--- config.mk ---
export PLATFORM = sky130hd
export DESIGN_NAME = ps2_mouse_read_byte_flat
export DESIGN_NICKNAME = d
export VERILOG_FILES = /design/src/rtl/ps2_mouse_read_byte_if.sv /design/src/rtl/ps2_mouse_read_byte.sv /design/src/flat_wrapper.sv
export SDC_FILE = /design/constraint.sdc
export NUM_CORES = 1
export LEC_CHECK = 0
export CAP_MARGIN = 30
export CORE_AREA = 10 10 102 59
export DETAILED_ROUTE_END_ITERATION = 10
export DIE_AREA = 0 0 112 69
export GPL_TIMING_DRIVEN = 1
export PLACE_DENSITY = 0.51
export SLEW_MARGIN = 15
export SYNTH_ARGS = -nofsm -noshare
export SYNTH_HDL_FRONTEND = slang
export SYNTH_SLANG_ARGS = --single-unit
--- constraint.sdc ---
create_clock -name i_driver_clk -period 1.6 [get_ports i_driver_clk]
set_input_delay 0.16 -clock i_driver_clk [delete_from_list [all_inputs] [get_ports i_driver_clk]]
set_output_delay 0.16 -clock i_driver_clk [all_outputs]
set_load 0.1 [all_outputs]
--- src/rtl/ps2_mouse_read_byte_if.sv ---
`default_nettype none
// ============================================================================
//  Module   : ps2_mouse_read_byte_if
//  Purpose  : Bundles the serial mouse data line and the recovered-byte
//             outputs of the PS/2 byte receiver.
//  Signals  : io_mouse_data     - serial data line (idles high)
//             o_byte            - last successfully received data byte
//             o_is_byte_readed  - one-cycle strobe, o_byte just updated
//  Modports : master - drives the data line, observes the byte outputs
//             slave  - the receiver; samples the line, drives the outputs
//  Revision : 1.0 - initial release
// ============================================================================
interface ps2_mouse_read_byte_if;
    logic       io_mouse_data;
    logic [7:0] o_byte;
    logic       o_is_byte_readed;

    modport master (
        output io_mouse_data,
        input  o_byte,
        input  o_is_byte_readed
    );

    modport slave (
        input  io_mouse_data,
        output o_byte,
        output o_is_byte_readed
    );
endinterface
`default_nettype wire

--- src/rtl/ps2_mouse_read_byte.sv ---
`default_nettype none
// ============================================================================
//  Module   : ps2_mouse_read_byte
//  Purpose  : Receives one PS/2 frame (start 0, 8 data bits LSB first,
//             parity, stop 1), one bit per rising edge of i_driver_clk, and
//             presents the byte with a one-cycle ready strobe.
//  Ports    : i_driver_clk - sampling clock, one serial bit per rising edge
//             rst_n        - synchronous active-low reset
//             bus (slave)  - io_mouse_data in; o_byte, o_is_byte_readed out
//  Revision : 1.0 - initial release
// ============================================================================
module ps2_mouse_read_byte (
    input  wire logic              i_driver_clk,
    input  wire logic              rst_n,
    ps2_mouse_read_byte_if.slave   bus
);

    typedef enum logic [1:0] {
        S_IDLE   = 2'd0,
        S_DATA   = 2'd1,
        S_PARITY = 2'd2,
        S_STOP   = 2'd3
    } state_t;

    state_t     r_state,   w_state_next;
    logic [2:0] r_bit_cnt, w_bit_cnt_next;
    logic [7:0] r_shift,   w_shift_next;
    logic [7:0] r_byte,    w_byte_next;
    logic       r_ready,   w_ready_next;

    // Next-state and datapath decode.
    always_comb begin
        w_state_next   = r_state;
        w_bit_cnt_next = r_bit_cnt;
        w_shift_next   = r_shift;
        w_byte_next    = r_byte;
        w_ready_next   = 1'b0;

        case (r_state)
            S_IDLE: begin
                // A low sample in IDLE is a start bit, including one that
                // arrives directly after the previous stop bit.
                if (!bus.io_mouse_data) begin
                    w_state_next   = S_DATA;
                    w_bit_cnt_next = 3'd0;
                end
            end
            S_DATA: begin
                w_shift_next[r_bit_cnt] = bus.io_mouse_data;
                w_bit_cnt_next          = r_bit_cnt + 3'd1;
                if (r_bit_cnt == 3'd7) begin
                    w_state_next = S_PARITY;
                end
            end
            S_PARITY: begin
                // Parity is deliberately not checked, so the bit is consumed
                // without being stored.
                w_state_next = S_STOP;
            end
            S_STOP: begin
                // Only a valid high stop bit publishes the byte; a low stop
                // bit drops the frame and leaves o_byte untouched.
                if (bus.io_mouse_data) begin
                    w_byte_next  = r_shift;
                    w_ready_next = 1'b1;
                end
                w_state_next = S_IDLE;
            end
            default: begin
                w_state_next = S_IDLE;
            end
        endcase
    end

    always_ff @(posedge i_driver_clk) begin
        if (!rst_n) begin
            r_state   <= S_IDLE;
            r_bit_cnt <= 3'd0;
            r_shift   <= 8'h00;
            r_byte    <= 8'h00;
            r_ready   <= 1'b0;
        end else begin
            r_state   <= w_state_next;
            r_bit_cnt <= w_bit_cnt_next;
            r_shift   <= w_shift_next;
            r_byte    <= w_byte_next;
            r_ready   <= w_ready_next;
        end
    end

    assign bus.o_byte           = r_byte;
    assign bus.o_is_byte_readed = r_ready;

endmodule
`default_nettype wire

--- src/flat_wrapper.sv ---
// flat-port wrapper written by rule: the top's interface ports become plain ports
module ps2_mouse_read_byte_flat 
  (i_driver_clk, rst_n, bus_io_mouse_data, bus_o_byte, bus_o_is_byte_readed);
  ps2_mouse_read_byte_if bus_i ();
  input  wire logic i_driver_clk;
  input  wire logic rst_n;
  input wire logic [$bits(bus_i.io_mouse_data)-1:0] bus_io_mouse_data;
  output wire logic [$bits(bus_i.o_byte)-1:0] bus_o_byte;
  output wire logic [$bits(bus_i.o_is_byte_readed)-1:0] bus_o_is_byte_readed;
  assign bus_i.io_mouse_data = bus_io_mouse_data;
  assign bus_o_byte = bus_i.o_byte;
  assign bus_o_is_byte_readed = bus_i.o_is_byte_readed;
  ps2_mouse_read_byte u_core (.i_driver_clk(i_driver_clk), .rst_n(rst_n), .bus(bus_i));
endmodule
==> results.sh <==
export IMPL_status="finished, final reports clean"
export IMPL_vias_per_cell=4.47
export IMPL_crit_chain="inv_1 -> ha_1 -> nand2b_4 -> nor3b_2 -> mux2i_1"
export IMPL_clockBufferDepth=2
export IMPL_placed_area_um2=1280
export IMPL_gp_congestion=0.687
export IMPL_arrival_ps=1610
export IMPL_clock_latency_ps=260
export IMPL_hold_ws_ps=470
export IMPL_r2r_end="u_core.r_shift[1]$_SDFFE_PN0P_"
export IMPL_fin_area_um2=1340
export IMPL_drt_wl_total_mm=2.17
export IMPL_tns_ps=0
export IMPL_crit_path_top_delay_cell="dfxtp_1"
export IMPL_wl_per_cell_um=12.3
export IMPL_cts_tree="yes"
export IMPL_slowest_delay_ps=350
export IMPL_worstHoldStart="u_core.r_shift[4]$_SDFFE_PN0P_"
export IMPL_worstMarginPinSlew_ps=376
export IMPL_cap_violations=0
export IMPL_max_slew_margin_pct=74.9
export IMPL_worst_setup_path_start_kind="register"
export IMPL_synth_seq_cells=22
export IMPL_grt_pass1_wl_mm=3.84
export IMPL_setup_viol=0
export IMPL_yosysTopAreaCellShare_pct=42.7
export IMPL_hold_end="u_core.r_shift[4]$_SDFFE_PN0P_"
export IMPL_slew_violations=0
export IMPL_cp_top_family="flip-flops"
export IMPL_postCtsHoldBufs=0
export IMPL_syn_area_um2=1030
export IMPL_reg2reg_depth=5
export IMPL_synth_avg_cell_area_um2=9.55
export IMPL_rsz0062_at_grt="no"
export IMPL_ant_nets=0
export IMPL_irDropWorstVdd_mv=0.321
export IMPL_cp_num_buf_inv=1
export IMPL_yosys_warnings=0
export IMPL_finalCritPeriodShare_pct=88.6
export IMPL_dieArea_um2=7730
export IMPL_ys_top_cells_by_area="dfxtp_1 43%, nand2_1 7.6%, ha_1 7.3%, a21boi_1 5.8%, nand3_1 5.3%"
export IMPL_diodes=0
export IMPL_cp_depth=5
export IMPL_syn_nets=117
export IMPL_cts_resized=0
export IMPL_dpl_hpwl_mm=1.67
export IMPL_cts_max_level=1
export IMPL_cp_max_fo=8
export IMPL_cts_root_buf="clkbuf_8"
export IMPL_skew_ps=2.96
export IMPL_cp_data_required_time_ps=1790
export IMPL_critical_path_class="reg -> reg"
export IMPL_hold_viol_final=0
export IMPL_rrSetupSlack_ps=180
export IMPL_grt_pass1_vias=787
export IMPL_cts_clk_slew_worst_paths_ps=80
export IMPL_start_util_pct=24.4
export IMPL_row_count=17
export IMPL_post_cts_setup_buffers=0
export IMPL_area_growth_pct=29.6
export IMPL_ios=12
export IMPL_grt_overflow_total=0
export IMPL_drive_gt1_share_pct=21.8
export IMPL_grt_max_degree=24
export IMPL_clock_sinks=22
export IMPL_drc=0
export IMPL_synthCells=108
export IMPL_leakagePower_nw=0.468
export IMPL_track_usage_pct=5.85
export IMPL_synth_area_leader_cell="dfxtp_1"
export IMPL_power_mw=1.51
export IMPL_rr_startpoint="u_core.r_state[1]$_SDFFE_PN0P_"
export IMPL_die_w_um=112
export IMPL_whs_path_depth=2
export IMPL_die_y_um=69
export IMPL_dr_pass1_iters=4
export IMPL_io_buffers=11
export IMPL_num_vias=786
export IMPL_core_area_um2=4230
export IMPL_hold_path_class="reg -> reg"
export IMPL_first_iter_violations=16
export IMPL_cts_buffers=3
export IMPL_antenna_found_initial=0
export IMPL_powerDensity_nw_per_um2=1130
export IMPL_end_kind="register"
export IMPL_ys_types=29
export IMPL_seq_area_frac_synth_pct=42.7
export IMPL_finalNetCount=129
export IMPL_fmax_mhz=705
export IMPL_fin_crit_ps=1420
[logic make-up (layout without fill, tap and decap cells)]
kind of cell,after synthesis,in the layout,share of synthesized area [%]
simple gates,43,43,22.8
compound gates,24,24,18.6
flops,22,22,42.7
buf+inv,10,21,5.70
fa+ha+maj,6,6,7.28
mux,3,3,2.91
[routing by layer]
layer	wire (um)	track usage [%]	share of wire [%]	vias to the layer above
met5	0	0	0	-
met4	6	1.25	0.28	0
met3	122	2.76	5.6	2
met2	928	8.56	43	16
met1	1110	7.56	51	365
li1	-	-	-	403
[cell type report]
| cell class | instances | area, um^2 |
|---|---|---|
| Fill cell | 429 | 2900 |
| Sequential cell | 22 | 440 |
| Timing Repair Buffer | 15 | 230 |
| Inverter | 2 | 7.51 |
| Tap cell | 57 | 71.3 |
| Multi-Input combinational cell | 76 | 532 |
| Clock buffer | 4 | 55.1 |
[power breakdown]
part / internal, mW / total [mW] / switching, mW
logic: 0.193 / 0.483 / 0.289
registers: 0.594 / 0.636 / 0.0424
clock network: 0.219 / 0.393 / 0.173
[worst reg2reg max path, stage by stage, from the launching register on]
cell	delay, ps
dfxtp_1	350
inv_1	90
ha_1	350
nand2b_4	130
nor3b_2	220
mux2i_1	200
[Yosys cell counts]
| cell | instances |
|---|---|
| ha_1 | 6 |
| o31ai_1 | 1 |
| mux2i_1 | 3 |
| inv_1 | 2 |
| nor2b_4 | 1 |
| nand2b_1 | 1 |
| nor3b_2 | 2 |
| buf_4 | 2 |
| o211ai_1 | 1 |
| nand2b_4 | 1 |
| o21a_1 | 2 |
| o31a_1 | 1 |
| and3_1 | 1 |
| o311ai_1 | 1 |
| o311ai_2 | 1 |
| o41ai_2 | 1 |
| nand2_1 | 21 |
| o22ai_1 | 3 |
| nand4b_1 | 2 |
| dfxtp_1 | 22 |
| o21ai_1 | 3 |
| a21oi_2 | 1 |
| buf_6 | 1 |
| nand3_1 | 11 |
| a21boi_1 | 8 |
| nand2_2 | 2 |
| buf_2 | 5 |
| o41ai_1 | 1 |
| nand4_1 | 1 |
[worst max-delay path by stage]
| stage | from | to | slack [ps] |
|---|---|---|---|
| after floorplan | u_core.r_state[1]$_SDFFE_PN0P_ | u_core.r_state[0]$_SDFFE_PN0P_ | 340 |
| after global placement | bus_io_mouse_data | u_core.r_shift[0]$_SDFFE_PN0P_ | 170 |
| after detailed placement | bus_io_mouse_data | u_core.r_shift[0]$_SDFFE_PN0P_ | 50 |
| after CTS | u_core.r_state[1]$_SDFFE_PN0P_ | u_core.r_shift[0]$_SDFFE_PN0P_ | 160 |
| after global routing | u_core.r_state[1]$_SDFFE_PN0P_ | u_core.r_shift[2]$_SDFFE_PN0P_ | 20 |
| final | u_core.r_state[1]$_SDFFE_PN0P_ | u_core.r_shift[1]$_SDFFE_PN0P_ | 180 |
[flip-flops by register name, indices dropped and copies added, names as in the netlist]
register and count:
u_core.r_state 2, u_core.bus.o_is_byte_readed 1, u_core.bus.o_byte 8, u_core.r_shift 8, u_core.r_bit_cnt 3
[placed cells by master, fill, tap and decap left out]
cell	netlist	layout
mux2i_1	3	3
o22ai_1	3	3
ha_1	6	6
and3_1	1	1
nand3_1	11	11
buf_4	2	4
o41ai_1	1	1
nor3b_2	2	2
nand2b_4	1	1
o21a_1	2	2
o211ai_1	1	1
clkbuf_8	0	4
o31ai_1	1	1
nor2b_4	1	1
nand2_2	2	2
o311ai_1	1	1
nand4b_1	2	2
a21boi_1	8	8
dfxtp_1	22	22
a21oi_2	1	1
o21ai_1	3	3
buf_12	0	9
clkdlybuf4s50_1	0	2
nand2_1	21	21
inv_1	2	2
nand2b_1	1	1
o31a_1	1	1
o311ai_2	1	1
nand4_1	1	1
o41ai_2	1	1
[through the flow]
stage	std cells	util (%)	setup WS [ps]
after detailed placement	172	30.3	51.2
after global routing	176	31.6	18.9
after floorplan	108	-	338
after global placement	172	30.3	170
final	176	31.6	182
after CTS	176	31.6	164
No activity file was read; power rests on OpenSTA's default activity.
